## src/rtl/inst_fetch_ctrl_pkg.sv

```systemverilog
// Shared types and constants for the instruction fetch controller.
// Defines the fetch FSM states, the exception-field width and bit positions,
// and the default reset PC.
package inst_fetch_ctrl_pkg;

  typedef enum logic [1:0] {
    IDLE = 2'd0,
    REQ  = 2'd1,
    WAIT = 2'd2,
    DROP = 2'd3
  } fetch_state_t;

  localparam logic [31:0] RESET_PC_DEFAULT = 32'hBFC0_0000;

  // Exception field layout: {exl_set, asid[7:0], inst_miss, inst_illegal, tlb_invalid}
  localparam int FETCH_EXP_W      = 12;
  localparam int EXP_TLB_INVALID  = 0;
  localparam int EXP_INST_ILLEGAL = 1;
  localparam int EXP_INST_MISS    = 2;
  localparam int EXP_ASID_LSB     = 3;
  localparam int EXP_ASID_MSB     = 10;
  localparam int EXP_EXL_SET      = 11;

  // Advance past the words just fetched: a pair from an 8-byte-aligned
  // address, a single word otherwise.
  function automatic logic [31:0] seq_next_pc(input logic [31:0] addr);
    return addr + (addr[2] ? 32'd4 : 32'd8);
  endfunction

endpackage

```

## src/rtl/inst_fetch_ctrl_pc_next.sv

```systemverilog
// Next-PC logic (fetch_pc_next) for the instruction fetch controller.
// Purely combinational: computes the next pc and the next request address
// from the current state, redirect and cache handshake.
module inst_fetch_ctrl_pc_next
  import inst_fetch_ctrl_pkg::*;
(
  input  fetch_state_t state,
  input  logic [31:0]  pc,
  input  logic [31:0]  req_addr,
  input  logic         redirect_valid,
  input  logic [31:0]  redirect_pc,
  input  logic         data_ok,
  input  logic         can_issue,
  output logic [31:0]  pc_nxt,
  output logic [31:0]  req_addr_nxt
);

  // Redirect always wins; a response in WAIT advances sequentially; a new
  // request (entering REQ) always targets the freshly computed pc.
  always_comb begin
    pc_nxt       = pc;
    req_addr_nxt = req_addr;
    if (redirect_valid) begin
      pc_nxt = redirect_pc;
    end else if (state == WAIT && data_ok) begin
      pc_nxt = seq_next_pc(req_addr);
    end
    case (state)
      IDLE:      if (can_issue) req_addr_nxt = pc_nxt;
      WAIT, DROP: if (data_ok && can_issue) req_addr_nxt = pc_nxt;
      default:   req_addr_nxt = req_addr;
    endcase
  end

endmodule

```

## src/rtl/inst_fetch_ctrl.sv

```systemverilog
// Instruction fetch controller: issues one I-cache request at a time,
// pushes returned instruction pairs into the dual-issue FIFO and discards
// responses made stale by a redirect.
// Optional macro FETCH_PERF_CNT_EN adds request/drop/full-stall counters.
//
// Handshake: inst_req/inst_addr are held stable from the cycle the FSM
// enters REQ until the cycle inst_addr_ok is seen high; inst_data_ok is a
// single-cycle response pulse for the one outstanding request.
module inst_fetch_ctrl
  import inst_fetch_ctrl_pkg::*;
#(
  parameter logic [31:0] RESET_PC = RESET_PC_DEFAULT,
  parameter int          EXP_W    = FETCH_EXP_W
) (
  input  logic             clk,
  input  logic             resetn,
  input  logic             redirect_valid,
  input  logic [31:0]      redirect_pc,
  input  logic             fifo_full,
  output logic             inst_req,
  output logic [31:0]      inst_addr,
  input  logic             inst_addr_ok,
  input  logic             inst_data_ok,
  input  logic [31:0]      inst_rdata1,
  input  logic [31:0]      inst_rdata2,
  input  logic [EXP_W-1:0] inst_exp_in,
  output logic             write_en1,
  output logic             write_en2,
  output logic [31:0]      write_data1,
  output logic [31:0]      write_data2,
  output logic [31:0]      write_address1,
  output logic [31:0]      write_address2,
  output logic [EXP_W-1:0] write_inst_exp1,
  output logic [31:0]      fetch_pc,
`ifdef FETCH_PERF_CNT_EN
  output logic [31:0]      perf_req_cnt,
  output logic [31:0]      perf_drop_cnt,
  output logic [31:0]      perf_full_stall_cnt,
`endif
  output logic [1:0]       state_dbg
);

  fetch_state_t state;
  logic [31:0]  pc;
  logic [31:0]  req_addr;
  logic         drop_pending;
  logic [31:0]  pc_nxt;
  logic [31:0]  req_addr_nxt;
  logic         can_issue;
  logic         resp_write;

  // A redirect resets the FIFO, so its fullness no longer matters.
  assign can_issue = redirect_valid | ~fifo_full;

  inst_fetch_ctrl_pc_next u_fetch_pc_next (
    .state          (state),
    .pc             (pc),
    .req_addr       (req_addr),
    .redirect_valid (redirect_valid),
    .redirect_pc    (redirect_pc),
    .data_ok        (inst_data_ok),
    .can_issue      (can_issue),
    .pc_nxt         (pc_nxt),
    .req_addr_nxt   (req_addr_nxt)
  );

  // Fetch FSM with pc, request address and stale-response tracking.
  always_ff @(posedge clk or negedge resetn) begin
    if (!resetn) begin
      state        <= IDLE;
      pc           <= RESET_PC;
      req_addr     <= 32'd0;
      drop_pending <= 1'b0;
    end else begin
      pc       <= pc_nxt;
      req_addr <= req_addr_nxt;
      case (state)
        IDLE: if (can_issue) state <= REQ;
        REQ: begin
          if (inst_addr_ok) begin
            state        <= (drop_pending | redirect_valid) ? DROP : WAIT;
            drop_pending <= 1'b0;
          end else if (redirect_valid) begin
            drop_pending <= 1'b1;
          end
        end
        WAIT: begin
          if (inst_data_ok) state <= can_issue ? REQ : IDLE;
          else if (redirect_valid) state <= DROP;
        end
        DROP: if (inst_data_ok) state <= can_issue ? REQ : IDLE;
        default: state <= IDLE;
      endcase
    end
  end

  // A live response is pushed in the cycle it arrives, even alongside a
  // redirect (it is the delay-slot candidate).
  assign resp_write      = (state == WAIT) & inst_data_ok;
  assign write_en1       = resp_write;
  assign write_en2       = resp_write & ~req_addr[2];
  assign write_data1     = resp_write ? inst_rdata1 : 32'd0;
  assign write_data2     = resp_write ? inst_rdata2 : 32'd0;
  assign write_address1  = resp_write ? req_addr : 32'd0;
  assign write_address2  = resp_write ? req_addr + 32'd4 : 32'd0;
  assign write_inst_exp1 = resp_write ? inst_exp_in : '0;

  assign inst_req  = (state == REQ);
  assign inst_addr = req_addr;
  assign fetch_pc  = pc;
  assign state_dbg = state;

`ifdef FETCH_PERF_CNT_EN
  // Event counters: accepted requests, discarded responses, full stalls.
  always_ff @(posedge clk or negedge resetn) begin
    if (!resetn) begin
      perf_req_cnt        <= 32'd0;
      perf_drop_cnt       <= 32'd0;
      perf_full_stall_cnt <= 32'd0;
    end else begin
      if (state == REQ && inst_addr_ok) perf_req_cnt <= perf_req_cnt + 32'd1;
      if (state == DROP && inst_data_ok) perf_drop_cnt <= perf_drop_cnt + 32'd1;
      if (state == IDLE && fifo_full && !redirect_valid)
        perf_full_stall_cnt <= perf_full_stall_cnt + 32'd1;
    end
  end
`endif

endmodule

```

## config.mk

```make
export PLATFORM = sky130hd
export DESIGN_NAME = inst_fetch_ctrl
export DESIGN_NICKNAME = d
export VERILOG_FILES = /design/src/rtl/inst_fetch_ctrl_pkg.sv /design/src/rtl/inst_fetch_ctrl_pc_next.sv /design/src/rtl/inst_fetch_ctrl.sv
export SDC_FILE = /design/constraint.sdc
export NUM_CORES = 1
export LEC_CHECK = 0
export CAP_MARGIN = 20
export CELL_PAD_IN_SITES_DETAIL_PLACEMENT = 1
export CELL_PAD_IN_SITES_GLOBAL_PLACEMENT = 2
export CORE_ASPECT_RATIO = 0.6
export CORE_MARGIN = 2
export CORE_UTILIZATION = 20
export DETAILED_ROUTE_END_ITERATION = 12
export PLACE_DENSITY_LB_ADDON = 0.1
export SLEW_MARGIN = 15
export SYNTH_ARGS = -nofsm -noshare
export SYNTH_HDL_FRONTEND = slang
export SYNTH_SLANG_ARGS = --single-unit
```

## constraint.sdc

```tcl
create_clock -name clk -period 3.4 [get_ports clk]
set_input_delay 0.34 -clock clk [delete_from_list [all_inputs] [get_ports clk]]
set_output_delay 0.34 -clock clk [all_outputs]
set_load 0.005 [all_outputs]
```

# Word level (Yosys, flattened, before mapping)
# Index checks and enable logic that the tools add are counted.
[totals] latch_bits=0 regBits=67 n_memories=0 wordCells=50 output_inout_bits=209 ram_bits=0 mem_bits_ro=0
[classes] n_reduce_logical=9 shifts=0 mux=21 n_mul=0 bitwise_logic=6 order_cmp=0 addsub=2 div_mod_pow=0 eq_ne=8
[ops] operator="$mux W32" n=8
[ops] operator="$pmux W32 S2" n=1
[ops] operator="$add A32 B3 Y32 const B" n=1
[ops] operator="$add A32 B32 Y32" n=1
[ops] operator="$mux W12" n=1
[ops] operator="$mux W2" n=5
[ops] operator="$pmux W2 S4" n=1
[ops] operator="$eq A2 B2 Y1 const B" n=2
[ops] operator="$mux W1" n=4
[ops] operator="$mux W4" n=1
[ops] operator="$ne A2 B1 Y1 const B" n=2
[ops] operator="$ne A2 B2 Y1 const B" n=2
[ops] operator="$reduce_and A4 Y1" n=1
[ops] operator="$reduce_bool A2 Y1" n=2
[ops] operator="$ne A3 B3 Y1 const B" n=1
[ops] operator="$reduce_and A3 Y1" n=1
[ops] operator="$and A1 B1 Y1" n=2
[ops] operator="$eq A2 B1 Y1 const B" n=1
[ops] operator="$logic_and A1 B1 Y1" n=2
[ops] operator="$logic_not A2 Y1" n=1
[ops] operator="$not A1 Y1" n=2
[ops] operator="$or A1 B1 Y1" n=2
[ops] operator="$reduce_and A2 Y1" n=1
[ops] operator="$reduce_or A2 Y1" n=1

# Logic depth before layout (Yosys ltp)
[depth] ltp_word=6 depth_mapped=9 depth_no_buf=7

# Modules after synthesis
# A second synthesis with hierarchy kept.
[hier_totals] cells_unflattened=663 area_unflattened_um2=5275.1
[modules_own_cells] module="inst_fetch_ctrl" instances=1 area_each_um2=3275.6 cells_per_inst=327
[modules_own_cells] module="inst_fetch_ctrl_pc_next" instances=1 area_each_um2=1999.4 cells_per_inst=336

# Worst setup path after synthesis
# No wires, ideal clock.
[synth_timing] path_kind="register to register" startpoint="register req_addr[2] (netlist: inst_addr[2])" endpoint="register req_addr[20] (netlist: inst_addr[20])" arrival_ns=2.280 setup_time_ns=0.128 path_slack_ns=0.993 required_ns=3.272 synth_period_minus_slack_ns=2.407 stages_incl_launch_ff=10 path_buffers=2 cell_sequence="dfrtp_1 > buf_2 > inv_1 > ha_1 > o211ai_2 > or4_4 > buf_6 > nor3_4 > mux2i_1 > o31ai_2"
[synth_between] elab_chain_len=6
[synth_rtl] element="start, declared" line="inst_fetch_ctrl.sv:45" text="logic [31:0] req_addr;"
[synth_rtl] element="start signal, assigned" line="inst_fetch_ctrl.sv:76" text="req_addr <= req_addr_nxt;"
[synth_rtl] element="$mux W4" line="inst_fetch_ctrl_pkg.sv:27" text="return addr + (addr[2] ? 32'd4 : 32'd8);"
[synth_rtl] element="$add A32 B32 Y32 (*)" line="inst_fetch_ctrl_pkg.sv:27"
[synth_rtl] element="$mux W32 (*)" line="inst_fetch_ctrl_pc_next.sv:25" text="end else if (state == WAIT && data_ok) begin"
[synth_rtl] element="$mux W32 (*)" line="inst_fetch_ctrl_pc_next.sv:23" text="if (redirect_valid) begin"
[synth_rtl] element="$mux W32, on equally long branches" line="inst_fetch_ctrl_pc_next.sv:30, inst_fetch_ctrl_pc_next.sv:29"
[synth_rtl] element="$pmux W32 S2 (*)" line="inst_fetch_ctrl_pc_next.sv:28" text="case (state)"
# Every way passes the cells marked *; elsewhere a longest branch is shown, timed or not. The select of a mux whose other input is x is not followed.
# A chain may end at the register's enable or synchronous reset.

# Worst setup path in the final report
[layout_timing] startpoint="register req_addr[11] (netlist: inst_addr[11])" endpoint="output write_address2[19]"
[layout_between] elab_chain_len=2
[layout_rtl] element="$add A32 B3 Y32" line="inst_fetch_ctrl.sv:105" text="assign write_address2 = resp_write ? req_addr + 32'd4 : 32'd0;"
[layout_rtl] element="$mux W32" line="inst_fetch_ctrl.sv:105"
[layout_rtl] element="end, declared" line="inst_fetch_ctrl.sv:32" text="output logic [31:0] write_address2,"
# Every way passes these cells.

==> flow_summary.toml <==
[global_routing]
grt_overflow = 0
grt_first_pass_wirelength_um = 39400
grt_usage = 0.188
grt_max_degree = 66
grt_pass1_vias = 5914
antenna_found_initial = 0

[critical_path]
reg2reg_from = "inst_addr[2]"
end_kind = "output port"
crit_path_cell_trace = "nand4_1, or4_4, or3_1, a21oi_1, clkdlybuf4s50_1"
worstReg2RegEnd = "inst_addr[13]"
path_class = "flip-flop to output port"
r2r_cells = 9
crit_path_top_delay_cell = "or4_4"
critical_path_arrival_ns = 2.88
critPathLaunch = "inst_addr[11]"
startpoint_type = "flip-flop"
crit_required_ns = 3.06
rrSetupSlack_ns = 0.56
crit_fanout = 8
critical-path-max-stage-delay_ns = 0.63

[floorplanning]
die_h_um = 130
die_w_um = 214
start_util = 0.202
core_um2 = 26200
io_pins = 323
die_area_um2 = 27900
rows = 46

[clock_network]
insertion_delay_ns = 0.36
cts_buffers = 9
cts_hold_buf = 0
cts_tree = "done"
htree_levels = 3
clock-sinks = 67
cts_root_buf = "clkbuf_16"
clk_pin_slew_ns = 0.06
clockBufferDepth = 2

[route]
ant_nets = 0
via_per_inst = 4.42
drc = 0
vias = 5912
first_iter_violations = 220
routed_wl_um = 27000
wl_per_cell_um = 20.2
drt_pre_antenna_iters = 5

[sta]
fin_tns_setup_ns = 0
final.setup.worst_slack_ns = 0.177
finalCritPeriodShare = 0.948
rsz0062_at_grt = "false"
max_slew_margin = 0.438
tightest_slew_ns = 0.835
finalSetupViolCount = 0
fmax_mhz = 310
skew_ns = 0.0110
hold_viol_final = 0
min_period_ns = 3.22
timing.hold.ws_ns = 0.0571
slew_violations = 0

[layout]
drive_gt1_frac = 0.111
seqCellArea_um2 = 1690
multi_input_area_um2 = 3310
diodes = 0
nets = 1090
utilization = 0.356
fillerInstances = 3107
syn_to_final_growth_pct = 76.0
final_cell_mix = "clkdlybuf4s50_1, and2_1, nand2_1"
final_common_cell = "clkdlybuf4s50_1"

[run_status]
outcome = "finished, final reports clean"

[yosys]
ys_seq_elements = 67
syn_avg_cell_area_um2 = 8.02
synth_seq_area_share = 0.318
synth_edf_count = 0
synth_area_leaders = "dfrtp_1, and2_1, xnor2_1"
synth_top_area_frac = 0.273
yosys_warnings = 0
async_reset_ff_frac = 1.00
synth_top_area_cell = "dfrtp_1"
synthFlopType = "dfrtp_1"
synth_area_um2 = 5310
postSynthCellCount = 662
synth_fp_nets = 779
ys_types = 68

[pwr]
vdd_ir_drop_max_mv = 0.233
p_leak_nw = 3.52
power_density_nw_per_um2 = 524

[hold_path]
min_path_type = "input pin to async pin"

[placement]
routabilityCongestion = 0.771
dp_hpwl_um = 20900
preCtsSetupSlack_ns = 0.459
port_buffers = 322

[job]
cap_violations = 0
[metal layers]
layer | wire, um | global-route usage | vias to the layer above
met5 | 0 | 0 | -
met4 | 216 | 0.0355 | 0
met3 | 1060 | 0.0378 | 14
met2 | 11100 | 0.264 | 106
met1 | 14600 | 0.292 | 2891
li1 | - | - | 2901
[repair_timing]
action | in CTS | in global routing
buffers inserted | 0 | 3
endpoints found under the setup margin | 0 | 4
resized for setup | 0 | 1
[critical path: cells and delay by family (launching register included)]
family	cells	cell delay, ns
simple gates	3	1.23
compound gates	1	0.21
buf+inv	1	0.54
flops	1	0.55
[kinds of logic after synthesis]
kind of cell	Yosys count	share of synthesized area
xor gates and xnor gates	40	0.0660
AOI/OAI and AO/OA	126	0.151
buffers and inverters	73	0.0585
muxes	18	0.0375
and+or+nand+nor	335	0.362
adders and majority gates	3	0.00707
DFF	67	0.318
[stage by stage]
step                      cell area (um^2)  power (W)  std cells
after floorplan                       5310    0.00252        662
after global placement                9020    0.00391       1319
after detailed placement              9020    0.00393       1319
after CTS                             9320    0.00495       1335
after global routing                  9340    0.00520       1338
final                                 9340    0.00490       1338
[synth_stat cells (12+ instances only)]
cell type and number:
mux2_2 15, and3_1 13, o21ai_0 48, nand3_1 12, dfrtp_1 58, a21oi_1 28
nor3_1 16, nor2_1 56, clkbuf_1 44, xnor2_1 29, and2_1 108, nand4_1 15
nand2_1 64
[cell type report]
cell class              count  area share
flip-flops and latches     67       0.181
inverters                   8     0.00335
clock inverters             2     0.00375
multi-input cells         522       0.354
clock buffers              14      0.0283
repair buffers            365       0.381
well taps                 360      0.0482
[sequential cells by signal, indices dropped and copies added (netlist names)]
signal        flops
inst_addr        32
fetch_pc         32
drop_pending      1
state_dbg         2
[worst max path at each step]
stage	endpoint	cells after the start
floorplan	inst_addr[20]	9
global placement	write_address2[19]	5
detailed placement	write_address2[19]	5
CTS	write_address2[19]	5
global route	write_address2[27]	8
finish	write_address2[19]	5
[where the power goes]
| group | switching [W] | internal (W) |
|---|---|---|
| combinational | 0.00110 | 0.00125 |
| sequential | 0.000518 | 0.00104 |
| clock | 0.000381 | 0.000608 |
(Power assumes the default switching activity.)
